--- src/rtl/bsg_axil_txs_if.sv ---
// ---------------------------------------------------------------------------
// bsg_axil_txs_if
//
// AXI4-Lite write channels (AW, W, B) used by bsg_axil_txs.
//   awaddr/awvalid/awready : write address channel
//   wdata/wstrb/wvalid/wready : write data channel
//   bresp/bvalid/bready    : write response channel
// The master modport drives requests and takes responses; the slave modport
// is the opposite view.
// ---------------------------------------------------------------------------
interface bsg_axil_txs_if;
    logic [31:0] awaddr;
    logic        awvalid;
    logic        awready;
    logic [31:0] wdata;
    logic [3:0]  wstrb;
    logic        wvalid;
    logic        wready;
    logic [1:0]  bresp;
    logic        bvalid;
    logic        bready;

    modport master (
        output awaddr, awvalid, wdata, wstrb, wvalid, bready,
        input  awready, wready, bresp, bvalid
    );

    modport slave (
        input  awaddr, awvalid, wdata, wstrb, wvalid, bready,
        output awready, wready, bresp, bvalid
    );
endinterface

--- src/rtl/bsg_axil_txs.sv ---
// ---------------------------------------------------------------------------
// bsg_axil_txs
//
// AXI4-Lite write slave (host-to-manycore). A write to the transmit data
// register (TDR) of slot k pushes the write data into TX FIFO k; any other
// in-range write goes to the slot/monitor register file as a one-cycle
// strobe; everything else answers DECERR. One outstanding write at a time,
// exactly one B response per accepted write.
//
// Ports:
//   clk_i, reset_n_i        clock, asynchronous active-low reset
//   axil (slave modport)    AXI4-Lite AW/W/B channels
//   txs_o / txs_v_o         per-FIFO push data / push valid (one-hot or zero)
//   txs_ready_i             per-FIFO ready
//   reg_wr_*_o              register-file write strobe, address, data, strobes
//   drop_cnt_o              number of pushes dropped on timeout
//
// Optional feature: define BSG_AXIL_TXS_TIMEOUT_EN to abandon a push that has
// not been accepted within timeout_p cycles (answered with SLVERR and counted
// in drop_cnt_o). Without it a push waits forever and drop_cnt_o is 0.
//
// num_fifos_p has no meaningful default and should always be overridden.
// ---------------------------------------------------------------------------
module bsg_axil_txs #(
    parameter int          num_fifos_p  = 2,
    parameter logic [31:0] base_addr_p  = 32'h1000,
    parameter int          slot_width_p = 8,
    parameter logic [7:0]  tdr_ofs_p    = 8'h10,
    parameter int          timeout_p    = 1024
) (
    input  logic                         clk_i,
    input  logic                         reset_n_i,
    bsg_axil_txs_if.slave                axil,
    output logic [num_fifos_p-1:0][31:0] txs_o,
    output logic [num_fifos_p-1:0]       txs_v_o,
    input  logic [num_fifos_p-1:0]       txs_ready_i,
    output logic                         reg_wr_v_o,
    output logic [31:0]                  reg_wr_addr_o,
    output logic [31:0]                  reg_wr_data_o,
    output logic [3:0]                   reg_wr_strb_o,
    output logic [15:0]                  drop_cnt_o
);

    localparam logic [1:0] RESP_OKAY   = 2'b00;
    localparam logic [1:0] RESP_SLVERR = 2'b10;
    localparam logic [1:0] RESP_DECERR = 2'b11;

    // Slots 0..num_fifos_p (the last one being the monitor slot).
    localparam logic [31:0] span_lp     = 32'(num_fifos_p + 1) << slot_width_p;
    localparam logic [31:0] ofs_mask_lp = (32'd1 << slot_width_p) - 32'd1;

    typedef enum logic [1:0] {IDLE, EXEC, RESP} state_e;

    state_e      state_q, state_d;
    logic        aw_v_q, aw_v_d;
    logic        w_v_q, w_v_d;
    logic        bvalid_q, bvalid_d;
    logic [1:0]  bresp_q, bresp_d;
    logic [31:0] aw_q, aw_d;
    logic [31:0] w_q, w_d;
    logic [3:0]  strb_q, strb_d;

    logic        reg_wr_v;
    logic        push_v;
    logic        sel_ready;
    logic        tmo_expire;

    // Decode of the captured address; only meaningful in EXEC.
    logic [31:0] rel_addr;
    logic [31:0] slot_idx;
    logic        in_range;
    logic        tdr_hit;
    logic        reg_hit;
    logic        full_strb;

    assign rel_addr  = aw_q - base_addr_p;
    assign slot_idx  = rel_addr >> slot_width_p;
    assign in_range  = (aw_q >= base_addr_p) && (rel_addr < span_lp);
    assign tdr_hit   = in_range && (slot_idx < 32'(num_fifos_p))
                       && ((rel_addr & ofs_mask_lp) == 32'(tdr_ofs_p));
    assign reg_hit   = in_range && !tdr_hit;
    assign full_strb = (strb_q == 4'hF);

    // A push is offered for the whole EXEC stay of a full-word TDR write, so
    // valid and data stay put until the FIFO takes them.
    assign push_v = (state_q == EXEC) && tdr_hit && full_strb;

    always_comb begin
        sel_ready = 1'b0;
        for (int k = 0; k < num_fifos_p; k++) begin
            txs_v_o[k] = push_v && (slot_idx == 32'(k));
            txs_o[k]   = txs_v_o[k] ? w_q : 32'd0;
            if (slot_idx == 32'(k)) begin
                sel_ready = txs_ready_i[k];
            end
        end
    end

`ifdef BSG_AXIL_TXS_TIMEOUT_EN
    localparam int tmo_w_lp = (timeout_p > 1) ? $clog2(timeout_p + 1) : 1;

    logic [tmo_w_lp-1:0] tmo_q;
    logic [15:0]         drop_cnt_q;

    function automatic logic [15:0] sat_inc16(input logic [15:0] v);
        return (v == 16'hFFFF) ? v : v + 16'd1;
    endfunction

    // Expiry only when ready is absent in the last allowed cycle; a
    // handshake in that same cycle still completes the push.
    assign tmo_expire = push_v && !sel_ready
                        && (tmo_q == tmo_w_lp'(timeout_p - 1));

    always_ff @(posedge clk_i or negedge reset_n_i) begin
        if (!reset_n_i) begin
            tmo_q      <= '0;
            drop_cnt_q <= '0;
        end else begin
            tmo_q <= push_v ? tmo_q + 1'b1 : '0;
            if (tmo_expire) begin
                drop_cnt_q <= sat_inc16(drop_cnt_q);
            end
        end
    end

    assign drop_cnt_o = drop_cnt_q;
`else
    assign tmo_expire = 1'b0;
    assign drop_cnt_o = 16'd0;
`endif

    always_ff @(posedge clk_i or negedge reset_n_i) begin
        if (!reset_n_i) begin
            state_q  <= IDLE;
            aw_v_q   <= 1'b0;
            w_v_q    <= 1'b0;
            bvalid_q <= 1'b0;
            bresp_q  <= RESP_OKAY;
        end else begin
            state_q  <= state_d;
            aw_v_q   <= aw_v_d;
            w_v_q    <= w_v_d;
            bvalid_q <= bvalid_d;
            bresp_q  <= bresp_d;
        end
    end

    // Payload registers carry no reset; every output that exposes them is
    // gated by a control condition that is cleared by reset.
    always_ff @(posedge clk_i) begin
        aw_q   <= aw_d;
        w_q    <= w_d;
        strb_q <= strb_d;
    end

    always_comb begin
        state_d  = state_q;
        aw_v_d   = aw_v_q;
        w_v_d    = w_v_q;
        aw_d     = aw_q;
        w_d      = w_q;
        strb_d   = strb_q;
        bvalid_d = bvalid_q;
        bresp_d  = bresp_q;
        reg_wr_v = 1'b0;

        case (state_q)
            IDLE: begin
                // AW and W are taken independently, in any order.
                if (axil.awvalid && !aw_v_q) begin
                    aw_v_d = 1'b1;
                    aw_d   = axil.awaddr;
                end
                if (axil.wvalid && !w_v_q) begin
                    w_v_d  = 1'b1;
                    w_d    = axil.wdata;
                    strb_d = axil.wstrb;
                end
                if (aw_v_d && w_v_d) begin
                    state_d = EXEC;
                end
            end

            EXEC: begin
                if (tdr_hit) begin
                    if (!full_strb) begin
                        state_d  = RESP;
                        bvalid_d = 1'b1;
                        bresp_d  = RESP_SLVERR;
                    end else if (sel_ready) begin
                        state_d  = RESP;
                        bvalid_d = 1'b1;
                        bresp_d  = RESP_OKAY;
                    end else if (tmo_expire) begin
                        state_d  = RESP;
                        bvalid_d = 1'b1;
                        bresp_d  = RESP_SLVERR;
                    end
                end else if (reg_hit) begin
                    reg_wr_v = 1'b1;
                    state_d  = RESP;
                    bvalid_d = 1'b1;
                    bresp_d  = RESP_OKAY;
                end else begin
                    state_d  = RESP;
                    bvalid_d = 1'b1;
                    bresp_d  = RESP_DECERR;
                end
            end

            RESP: begin
                if (axil.bready) begin
                    state_d  = IDLE;
                    bvalid_d = 1'b0;
                    aw_v_d   = 1'b0;
                    w_v_d    = 1'b0;
                end
            end

            default: begin
                state_d = IDLE;
            end
        endcase
    end

    assign axil.awready = (state_q == IDLE) && !aw_v_q;
    assign axil.wready  = (state_q == IDLE) && !w_v_q;
    assign axil.bvalid  = bvalid_q;
    assign axil.bresp   = bresp_q;

    assign reg_wr_v_o    = reg_wr_v;
    assign reg_wr_addr_o = reg_wr_v ? aw_q : 32'd0;
    assign reg_wr_data_o = reg_wr_v ? w_q : 32'd0;
    assign reg_wr_strb_o = reg_wr_v ? strb_q : 4'd0;

endmodule

--- src/flat_wrapper.sv ---
// flat-port wrapper written by rule: the top's interface ports become plain ports
module bsg_axil_txs_flat 
#(
    parameter int          num_fifos_p  = 2,
    parameter logic [31:0] base_addr_p  = 32'h1000,
    parameter int          slot_width_p = 8,
    parameter logic [7:0]  tdr_ofs_p    = 8'h10,
    parameter int          timeout_p    = 1024
)
  (clk_i, reset_n_i, txs_o, txs_v_o, txs_ready_i, reg_wr_v_o, reg_wr_addr_o, reg_wr_data_o, reg_wr_strb_o, drop_cnt_o, axil_awaddr, axil_awvalid, axil_wdata, axil_wstrb, axil_wvalid, axil_bready, axil_awready, axil_wready, axil_bresp, axil_bvalid);
  bsg_axil_txs_if axil_i ();
  input  logic clk_i;
  input  logic reset_n_i;
  output logic [num_fifos_p-1:0][31:0] txs_o;
  output logic [num_fifos_p-1:0] txs_v_o;
  input  logic [num_fifos_p-1:0] txs_ready_i;
  output logic reg_wr_v_o;
  output logic [31:0] reg_wr_addr_o;
  output logic [31:0] reg_wr_data_o;
  output logic [3:0] reg_wr_strb_o;
  output logic [15:0] drop_cnt_o;
  input wire logic [$bits(axil_i.awaddr)-1:0] axil_awaddr;
  input wire logic [$bits(axil_i.awvalid)-1:0] axil_awvalid;
  input wire logic [$bits(axil_i.wdata)-1:0] axil_wdata;
  input wire logic [$bits(axil_i.wstrb)-1:0] axil_wstrb;
  input wire logic [$bits(axil_i.wvalid)-1:0] axil_wvalid;
  input wire logic [$bits(axil_i.bready)-1:0] axil_bready;
  output wire logic [$bits(axil_i.awready)-1:0] axil_awready;
  output wire logic [$bits(axil_i.wready)-1:0] axil_wready;
  output wire logic [$bits(axil_i.bresp)-1:0] axil_bresp;
  output wire logic [$bits(axil_i.bvalid)-1:0] axil_bvalid;
  assign axil_i.awaddr = axil_awaddr;
  assign axil_i.awvalid = axil_awvalid;
  assign axil_i.wdata = axil_wdata;
  assign axil_i.wstrb = axil_wstrb;
  assign axil_i.wvalid = axil_wvalid;
  assign axil_i.bready = axil_bready;
  assign axil_awready = axil_i.awready;
  assign axil_wready = axil_i.wready;
  assign axil_bresp = axil_i.bresp;
  assign axil_bvalid = axil_i.bvalid;
  bsg_axil_txs #(.num_fifos_p(num_fifos_p), .base_addr_p(base_addr_p), .slot_width_p(slot_width_p), .tdr_ofs_p(tdr_ofs_p), .timeout_p(timeout_p)) u_core (.clk_i(clk_i), .reset_n_i(reset_n_i), .axil(axil_i), .txs_o(txs_o), .txs_v_o(txs_v_o), .txs_ready_i(txs_ready_i), .reg_wr_v_o(reg_wr_v_o), .reg_wr_addr_o(reg_wr_addr_o), .reg_wr_data_o(reg_wr_data_o), .reg_wr_strb_o(reg_wr_strb_o), .drop_cnt_o(drop_cnt_o));
endmodule
--- config.mk ---
export PLATFORM = sky130hd
export DESIGN_NAME = bsg_axil_txs_flat
export DESIGN_NICKNAME = d
export VERILOG_FILES = /design/src/rtl/bsg_axil_txs_if.sv /design/src/rtl/bsg_axil_txs.sv /design/src/flat_wrapper.sv
export SDC_FILE = /design/constraint.sdc
export NUM_CORES = 1
export LEC_CHECK = 0
export CORE_ASPECT_RATIO = 0.8
export CORE_UTILIZATION = 30
export DETAILED_ROUTE_END_ITERATION = 10
export PLACE_DENSITY = 0.71
export SLEW_MARGIN = 40
export SYNTH_ARGS = -nofsm -noshare
export SYNTH_HDL_FRONTEND = slang
export SYNTH_SLANG_ARGS = --single-unit
export TNS_END_PERCENT = 1
--- constraint.sdc ---
create_clock -name clk_i -period 7 [get_ports clk_i]
set_clock_uncertainty 0.2 [all_clocks]
set_input_delay 1.75 -clock clk_i [delete_from_list [all_inputs] [get_ports clk_i]]
set_output_delay 1.75 -clock clk_i [all_outputs]
set_load 0.05 [all_outputs]
==> summary.md <==
| Metric | Value |
|---|---|
| Post-synth top cells | `72 x and2_1, 68 x edfxtp_1, 42 x and3_1` |
| WP data required | `5.05 ns` |
| First-pass GRT wire length | `15.2 mm` |
| Number of global-route vias before repair | `slightly below 3000` |
| Worst min path class | `register to register` |
| CTS buffer count | `9` |
| H-tree depth | `3` |
| Die area | `13100 um2` |
| DRC viols | `0` |
| Final Core Density | `48.9%` |
| Crit. End Element | `output pin` |
| Die width | `roughly 130 um` |
| RR Startpoint | `u_core.aw_q[9]` |
| LEAKAGE | `approximately 2.3 nW` |
| Via count | `between 2000 and 3000` |
| DR vias/cell | `4.30` |
| Share of power burned in the clock network | `32.4%` |
| Final net count | `573` |
| Root Driver | `clkbuf_16` |
| # IOs | `231` |
| Crit Path Max Fanout | `48` |
| Switching Fraction | `28.0%` |
| FMAX | `just under 0.2 GHz` |
| CTS resizes | `0` |
| Row cnt | `36` |
| Yosys top cell by area | `edfxtp_1` |
| Drt wl/cell | `roughly 15 um` |
| Power Internal | `~0.9 mW` |
| Port bufs | `slightly below 200` |
| Area Growth Syn to Fin | `57.9%` |
| CTS tree | `built` |
| GPL Wtd Cong | `between 0.7 and 0.8` |
| Run status | `finished, final reports clean` |
| Share of cells above drive strength 1 | `about 5.4%` |
| DR pass1 iterations | `4` |
| Largest net degree at the start of global routing | `between 40 and 50` |
| Ys Warns | `0` |
| Yosys cell types | `38` |
| Hold Crit Start | `u_core.axil.bvalid` |
| Seq/Total Area, Yosys | `roughly three fifths` |
| Final hold viol count | `0` |
| Hpwl dp | `7.58 mm` |
| Max IR drop VDD | `around 0.000094 V` |
| Synth area leaders | `edfxtp_1 54%, and2_1 12%, buf_4 7.5%` |
| Initial Util | `a little under a third` |
| # diodes | `0` |
| GRT Max-Usage Layer | `met2` |
| Post-synth EDFFs | `68` |
| Met3 Usage GRT | `~5.9%` |
| 1st-iter DRT viols | `just over 80` |
| CP startpoint kind | `register` |
| Crit path DAT | `3.19 ns` |
| Final ANT Viol Nets | `0` |
| Total gr overflow | `0` |
| Final Max Tran Viols | `0` |
| Met1 Track Usage GR | `~17%` |
| Final wirelength | `9.99 mm` |
| Max-Cap Viols | `0` |
| Tcrit/Tclk final | `73.5%` |
| Post-cts hold buffer count | `0` |
| Net Switching | `0.343 mW` |
| Worst rel slew slack | `63.2%` |
| Worst-Skew Late Latency | `0.32 ns` |
| Combinational power share | `20.2%` |
| Antenna violations before repair | `0` |
| Yosys reg bits | `75` |
| Post-synth ARST share | `9.33%` |
| Post-CTS setup buffer count | `0` |
| Unrepaired setup endpoints after global routing | `false` |
| Setup TNS | `0 ns` |
| Syn Inst Count | `301` |
| Power per cell area | `between 200 and 250 nW/um2` |
| Syn Area/Cell | `between 10 and 15 um2` |
| GRT Resource Usage Total | `between 15 and 20%` |
| Core ar. | `around 12000 um2` |
| Dominant synthesized flop cell | `edfxtp_1` |
| Top-count cell post-synth | `and2_1` |
| TritonCTS Sinks | `between 70 and 80` |
| # setup viols final | `0` |
| Share of the synthesized area in the top cell type | `a little over half` |
| CTS clk-pin slew, worst paths | `0.05 ns` |
| Worst slew pin tran | `0.551 ns` |
| Clock tree buffer depth | `2` |
| Met2 usage | `~28%` |
| Syn Std Cell Area | `approximately 3800 um2` |
| Crit path kind | `register to output pin` |
| Sequential Power Share | `a little under half` |
| Worst setup startpoint | `u_core.aw_q[28]` |
| Final critical-path required period | `between 5 and 6 ns` |
| Die height | `between 100 and 150 um` |
-- sequential cells by signal, summed over array words and instances (netlist names) --
register,flops
u_core.aw_v_q,1
u_core.w_q,32
u_core.aw_q,32
u_core.w_v_q,1
u_core.axil.bvalid,1
u_core.state_q,2
u_core.strb_q,4
u_core.axil.bresp,2
-- stage by stage --
step	hold WS (ns)	std cells	worst slack, ns	instance area [um2]	total power [mW]
final	0.321	671	1.86	5990	1.23
after detailed placement	0.316	655	2.17	5740	0.838
after floorplan	0.288	337	2.84	3930	0.760
after global placement	0.297	655	2.24	5740	0.831
after global routing	0.350	671	1.67	5990	1.29
after CTS	0.328	671	1.81	5990	1.24
-- per-layer routing --
layer  up-vias  part of all wire, %
li1       1374                    -
met1      1363                   39
met2       140                   52
met3         8                  7.3
met4         0                  1.2
met5         -                    0
-- power groups by stage --
stage	Sequential, mW	Clock [mW]	Combinational, mW
after floorplan	0.599	0	0.160
after global placement	0.588	0	0.243
after detailed placement	0.591	0	0.248
after CTS	0.582	0.412	0.249
after global routing	0.588	0.432	0.270
final	0.582	0.398	0.248
-- worst max-delay path, stage by stage, from the launching register on --
cell	delay, ns
edfxtp_1	0.38
nor4_2	0.33
nand4_1	0.21
or2_4	0.35
nor3_4	0.16
buf_4	0.38
and3_1	0.21
clkdlybuf4s50_1	0.84
-- cell usage in the layout (no fill, tap or decap), types with 5 or more instances in the layout --
cell / count
and2_1: 72
and3_1: 42
buf_4: 7
clkbuf_1: 6
clkbuf_16: 9
clkdlybuf4s50_1: 193
conb_1: 37
dfrtp_1: 7
edfxtp_1: 68
inv_1: 7
nand4_1: 5
-- worst paths after layout --
check / to / slack [ns] / cells past startpoint
worst max-delay path: reg_wr_strb_o[2] / 1.86 / 7
max in group asynchronous: u_core.axil.bvalid / 4.89 / 1
worst min-delay path: u_core.axil.bvalid / 0.32 / 2
worst max register to register: u_core.state_q[0] / 4.58 / 5
min in group asynchronous: u_core.w_v_q / 1.48 / 1
worst min register to register: u_core.axil.bvalid / 0.32 / 2
-- area by class of cell --
class / count / area, um2
multi-input cells: 202 / 1290
clock inverters: 1 / 3.75
repair buffers: 200 / 1980
inverters: 7 / 26.3
clock buffers: 15 / 248
well taps: 171 / 214
flip-flops and latches: 75 / 2220
fillers: 1076 / 6260
-- cells by family after synthesis --
logic type / share of synthesized area [%]
AND/OR/NAND/NOR: 26.0
flip-flops: 58.5
buffers and inverters: 11.0
AO/OA/AOI/OAI: 2.38
adder cells (fa/ha/maj): 0.990
multiplexers: 0.825
other: 0.0989
XOR/XNOR: 0.231
Note: power is estimated with default switching activity, not from simulation.
